$ cat src/rtl/mux_scan_sel.sv
// mux_scan_sel: registered N-to-1 channel mux with manual select or dwell-timed auto-scan.
module mux_scan_sel #(
  parameter int WIDTH    = 3,
  parameter int CHANNELS = 8,
  parameter int SEL_W    = 3,
  parameter int DWELL    = 4
) (
  input  logic                      clk,
  input  logic                      rst_n,
  input  logic [CHANNELS*WIDTH-1:0] data_in,
  input  logic [SEL_W-1:0]          sel_in,
  input  logic                      mode,
  input  logic                      start,
  output logic [WIDTH-1:0]          out_data,
  output logic [SEL_W-1:0]          out_sel,
  output logic                      out_valid,
  input  logic                      out_ready,
  output logic                      busy,
  output logic                      scan_done
);
  localparam int CNT_W = DWELL > 1 ? $clog2(DWELL) : 1;
  typedef enum logic [1:0] {S_IDLE, S_DWELL, S_EMIT, S_DONE} state_t;
  state_t state, state_n;
  logic [SEL_W-1:0] ch, ch_n, load_sel;
  logic [CNT_W-1:0] cnt, cnt_n;
  logic [WIDTH-1:0] chans [CHANNELS];
  logic [WIDTH-1:0] load_data;
  logic free, load;
  for (genvar i = 0; i < CHANNELS; i++) begin : g_ch
    assign chans[i] = data_in[i*WIDTH +: WIDTH];
  end
  assign free      = !out_valid || out_ready;
  assign busy      = state != S_IDLE;
  assign scan_done = state == S_DONE;
  assign load_data = int'(load_sel) < CHANNELS ? chans[load_sel] : '0;
  // Dropping mode mid-scan wins over any pending scan load.
  always_comb begin
    state_n  = state;
    ch_n     = ch;
    cnt_n    = cnt;
    load     = 1'b0;
    load_sel = sel_in;
    case (state)
      S_IDLE:
        if (!mode) load = free;
        else if (start) begin
          state_n = S_DWELL;
          ch_n    = '0;
          cnt_n   = '0;
        end
      S_DWELL:
        if (!mode) state_n = S_IDLE;
        else if (cnt == CNT_W'(DWELL-1)) state_n = S_EMIT;
        else cnt_n = cnt + 1'b1;
      S_EMIT:
        if (!mode) state_n = S_IDLE;
        else if (free) begin
          load     = 1'b1;
          load_sel = ch;
          if (ch == SEL_W'(CHANNELS-1)) state_n = S_DONE;
          else begin
            state_n = S_DWELL;
            ch_n    = ch + 1'b1;
            cnt_n   = '0;
          end
        end
      default: state_n = S_IDLE;
    endcase
  end
  always_ff @(posedge clk or negedge rst_n) begin
    if (!rst_n) begin
      state     <= S_IDLE;
      ch        <= '0;
      cnt       <= '0;
      out_data  <= '0;
      out_sel   <= '0;
      out_valid <= 1'b0;
    end else begin
      state     <= state_n;
      ch        <= ch_n;
      cnt       <= cnt_n;
      out_valid <= load || (out_valid && !out_ready);
      if (load) begin
        out_data <= load_data;
        out_sel  <= load_sel;
      end
    end
  end
endmodule

$ cat config.mk
export PLATFORM = sky130hd
export DESIGN_NAME = mux_scan_sel
export DESIGN_NICKNAME = d
export VERILOG_FILES = /design/src/rtl/mux_scan_sel.sv
export SDC_FILE = /design/constraint.sdc
export NUM_CORES = 1
export LEC_CHECK = 0
export ABC_AREA = 1
export BUFFER_PORTS_ARGS = -buffer_cell sky130_fd_sc_hd__buf_2
export CAP_MARGIN = 20
export CORE_UTILIZATION = 48
export CTS_CLUSTER_DIAMETER = 150
export DETAILED_ROUTE_END_ITERATION = 10
export PLACE_DENSITY = 0.89
export SLEW_MARGIN = 20
export SYNTH_ARGS = -nofsm -noshare
export SYNTH_HDL_FRONTEND = slang
export SYNTH_SLANG_ARGS = --single-unit
export TNS_END_PERCENT = 20
$ cat constraint.sdc
create_clock -name clk -period 1.91 [get_ports clk]
set_input_delay 0.382 -clock clk [delete_from_list [all_inputs] [get_ports clk]]
set_output_delay 0.382 -clock clk [all_outputs]
set_load 0.01 [all_outputs]
=== Word-level counts from Yosys, hierarchy flattened ===
Cells that the tools add are included.

* Bits in registers: 14
* Latch bits: 0
* Bits in writable memories: 0
* Memory bits (read-only): 0
* Input port bits: 32
* Output and inout port bits: 9
* Word-level logic and storage cells: 68
* Memories kept: 0

* Add/subtract/negate cells: 2
* Multipliers: 0
* Divide/modulo/power cells: 0
* Order comparisons: 1
* Eq/ne operators: 14
* Shifts and indexed selects: 0
* Muxes and demuxes: 32
* Bitwise operators: 1
* Reduce and logical (&&, ||, !) cells: 12

{| class="wikitable"
|+ Operator list
! cell !! number
|-
| two-way mux 3 bit || 10
|-
| two-way mux 2 bit || 14
|-
| inequality test 2 bit, second input constant || 7
|-
| case mux 2 bit (3 select lines) || 2
|-
| binary-select mux 3 bit (select 3 bit) || 1
|-
| AND reduction 8 bit || 1
|-
| == test 2 bit, second input constant || 3
|-
| inequality test 3 bit, second input constant || 2
|-
| case mux 3 bit (2 select lines) || 1
|-
| AND reduction 6 bit || 1
|-
| greater-or-equal comparator 4 bit, second input constant || 1
|-
| NOT 3 -> 4 bit || 1
|-
| AND reduction 4 bit || 1
|-
| nonzero test 2 bit || 2
|-
| adder 3 x 1 -> 3 bit, second input constant || 1
|-
| == test 3 bit, second input constant || 1
|-
| two-way mux 1 bit || 3
|-
| nonzero test 3 bit || 1
|-
| adder 2 x 1 -> 2 bit, second input constant || 1
|-
| == test 2 x 1 -> 1 bit, second input constant || 1
|-
| logical NOT 1 bit || 2
|-
| logical NOT 2 bit || 1
|-
| logical OR 1 bit || 2
|-
| case mux 1 bit (2 select lines) || 1
|-
| logical AND 1 bit || 1
|}

=== Longest topological paths before layout ===
* Word-level depth: 9
* Mapped depth: 10
* Depth with buffers taken out: 9

=== Worst setup path before layout ===
OpenSTA, ideal clock, no wires.

* Kind: register to register
* Start: register ch[0]
* End: register cnt[0]
* Library setup time: 0.119 ns
* Data arrival time: 1.387 ns
* Data required time: 1.791 ns
* Path slack: 0.404 ns
* Cell stages (with the launch flop): 8
* Path buffers: 0
* Period minus slack after synthesis: 1.506 ns
* Path through: dfrtp_1 -> ha_1 -> ha_1 -> a21oi_1 -> inv_1 -> a21oi_1 -> o31ai_1 -> o21a_1

* Cells in the longest elaborated chain, start to end: 3

{| class="wikitable"
|+ Ends and longest elaborated chain
! what !! RTL line !! text
|-
| start: declaration || 24 || <nowiki>logic [SEL_W-1:0] ch, ch_n, load_sel;</nowiki>
|-
| start signal: assignment || 80 || <nowiki>ch <= ch_n;</nowiki>
|-
| == test 3 bit || 60 || <nowiki>if (ch == SEL_W'(CHANNELS-1)) state_n = S_DONE;</nowiki>
|-
| inequality test 2 bit (no line) || - ||
|-
| AND reduction 8 bit (no line) || - ||
|-
| end signal: assignment || 81 || <nowiki>cnt <= cnt_n;</nowiki>
|-
| end: declaration || 25 || <nowiki>logic [CNT_W-1:0] cnt, cnt_n;</nowiki>
|}

No other way between the ends.
A chain may end at the register's enable or synchronous reset.

=== Worst setup path after layout ===
* Start: register state[1]
* End: register out_data[0]

* Cells in the longest elaborated chain, start to end: 6
* Elaborated cells between the ends (all ways): 8
* Those cells by class: eq/ne: 1; mux: 5; bitwise: 1; reduce/logical: 1

{| class="wikitable"
|+ Ends and longest elaborated chain
! what !! RTL line !! text
|-
| start: declaration || 23 || <nowiki>state_t state, state_n;</nowiki>
|-
| start signal: assignment || 79 || <nowiki>state <= state_n;</nowiki>
|-
| == test 2 bit || 43 || <nowiki>case (state)</nowiki>
|-
| two-way mux 3 bit || 43 ||
|-
| NOT 3 -> 4 bit (implied by the code) || 35 || <nowiki>assign load_data = int'(load_sel) < CHANNELS ? chans[load_sel] : '0;</nowiki>
|-
| binary-select mux 3 bit (select 3 bit) || 35 ||
|-
| two-way mux 3 bit (implied by the code) (2 in series) || 35 ||
|-
| end signal: assignment || 84 || <nowiki>out_data <= load_data;</nowiki>
|-
| end: declaration || 14 || <nowiki>output logic [WIDTH-1:0] out_data,</nowiki>
|}

Parallel ways exist; a longest one is shown, timed or not. The select of a mux whose other input is x is not followed.

==> run summary <==
Status: complete, no violations
Drt total wl: 2.72 mm
Final Max Tran Viols: 0
Synth Area per Inst: 7.32 µm²
Cts repair resizes: 0
Top post-synthesis cells by area: dfrtp_1 (33%), nand3_1 (18%), nand2_1 (8.5%)
CTS Root Cell: clkbuf_4
RSZ-0062 raised after global routing: false
Min Tclk post-route: 1.73 ns
Vias in the first global route: 1,042
Asr flop ratio synth: 100%
Fin crit share: 90.7%
Clk slew on worst S/H paths: 0.09 ns
Req. time, crit path: 2.08 ns
Ports: 41
Final ANT Viol Nets: 0
Final Cell Area: 0.00132 mm²
Clock Path Buffers: 2
Hold depth: 4
Count leader, synth: nand3_1
Ys Warns: 0
Netlist cell types: 23
Final Setup Violations: 0
RePlAce Congestion: 0.938
Critical Path AT: 1.90 ns
Initial detailed-routing violation count: 52
Worst Setup SP: state[1]
P_leak: 0.721 nW
Core ar.: 0.00202 mm²
Reg2reg start: state[1]
CP endpoint kind: flip-flop
Via count: 1,159
First-pass iteration count of the detailed router: 4
Fraction of layout cells with a size suffix above 1: 30.1%
Worst min path class: input pin to flip-flop
Gr usage total: 25.2%
Rel. slew slack: 75.5%
Max Clock Freq: 578 MHz
Number of diodes: 0
IO buf count: 40
R2R cell count: 7
H-tree depth: 1
Fillers: 173
Die height: 49.0 µm
Skew final: 0.00788 ns
Gr ovfl total: 0
Worst-Margin Slew: 0.367 ns
Wire per inst: 12.8 µm
Worst-Skew Late Latency: 0.29 ns
Crit path max fanout: 13
Main synth FF type: dfrtp_1
Post-DP HPWL: 2.02 mm
Finished Core Util: 65.0%
Starting Density: 52.5%
Hold violation total from the final report: 0
Via density: 5.44
List of most frequent post-synthesis cells: nand3_1 (38), nand2_1 (24), inv_1 (17), dfrtp_1 (14), nand3b_1 (10)
Synth Cell Area: 0.00106 mm²
Clk sinks: 14
Largest net degree at the start of global routing: 15
Pwr Total: 1.44 mW
Register bit count reported by yosys: 14
Row Count: 16
Max Cap Viol: 0
Setup TNS: 0 ns
Post-synthesis cell count: 145
Cts bufs inserted: 3
Largest area contributor in the netlist: dfrtp_1
Nets: 222
EDFF count, synth: 0
Initial antenna violation count: 0
Die Wd: 49.0 µm
Crit path launch type: flip-flop
Drc violations: 0
P per Cell Area: 1100 mW/mm²
Yosys top cell area share: 33.0%
Placed Area: 0.00127 mm²
Worst hold start: out_ready
Syn_nets: 180
CP Class: flip-flop to flip-flop
Area growth, synth to finish: 23.9%
Seq/Total Area, Yosys: 33.0%
CTS tree: built
Global-route wire length before repair: 4.67 mm
Die area: 0.00240 mm²
Maximum vdd ir drop: 750 µV
-- cell usage in the layout, fill, tap and decap left out, drive strengths merged --
cell type / count
o31ai: 1
nand3b: 10
nor2: 8
clkbuf: 4
dlygate4sd3: 1
inv: 19
buf: 41
ha: 3
a31oi: 1
o21a: 1
a21oi: 3
nand2: 26
nand3: 39
o21ai: 11
nand4: 4
dfrtp: 14
-- sequential cells by signal, indices dropped and copies added (netlist names) --
name and count:
ch 3, state 2, out_data 3, out_sel 3, out_valid 1, cnt 2
-- worst max-delay path, stage by stage, from the launching register on --
cell and delay, ns:
dfrtp_1 0.50, inv_2 0.14, nor2_8 0.15, nand4_2 0.31
nand3_1 0.23, nand3_1 0.09, nand3_1 0.10, nand3_1 0.09
-- area by class of cell --
type	instances	area [µm²]	share of cell area, %
timing repair buffer	42	218	16.6
clock buffer	4	36.3	2.76
inverter	19	71.3	5.42
sequential	14	350	26.6
multi-input combinational	107	606	46.1
tap	27	33.8	2.57
-- kinds of logic after synthesis --
group / synth area share (%)
flops: 33.0
compound gates: 9.67
fa+ha+maj: 3.54
simple gates: 43.9
buf+inv: 9.91
-- metal layers --
metal / wire length [µm] / GRT usage (%) / share of wire, % / vias up
li1: - / - / - / 577
met1: 1230 / 33.8 / 45 / 534
met2: 1260 / 39.8 / 46 / 41
met3: 159 / 4.05 / 5.8 / 7
met4: 65 / 11.8 / 2.4 / 0
met5: 0 / 0 / 0 / -
-- power breakdown --
group / total (mW) / leakage [nW] / internal (mW) / switching, mW
sequential: 0.519 / 0.176 / 0.415 / 0.104
combinational: 0.700 / 0.524 / 0.268 / 0.432
clock: 0.222 / 0.0210 / 0.116 / 0.105
-- stage by stage --
| step | hold WS (ns) | setup slack (ns) | cells |
|---|---|---|---|
| floorplan | 0.0864 | 0.404 | 145 |
| global placement | 0.287 | 0.288 | 208 |
| detailed placement | 0.296 | 0.212 | 208 |
| CTS | 0.426 | 0.206 | 213 |
| global route | 0.479 | 0.0264 | 213 |
| finish | 0.417 | 0.179 | 213 |
-- timing repair --
| item | CTS | global route |
|---|---|---|
| endpoints found under the hold margin | 14 | 0 |
| hold buffers | 1 | 0 |
| endpoints found under the setup margin | 0 | 0 |
| setup buffers | 0 | 0 |
-- path summary, 6_finish.rpt --
path                       slack, ns     endpoint
max                             0.18  out_data[0]
min                             0.42     state[1]
max reg2reg                     0.18  out_data[0]
min reg2reg                     0.51  out_data[1]
max in group asynchronous       1.13   out_sel[1]
min in group asynchronous       0.54        ch[1]
(Power assumes the default switching activity.)
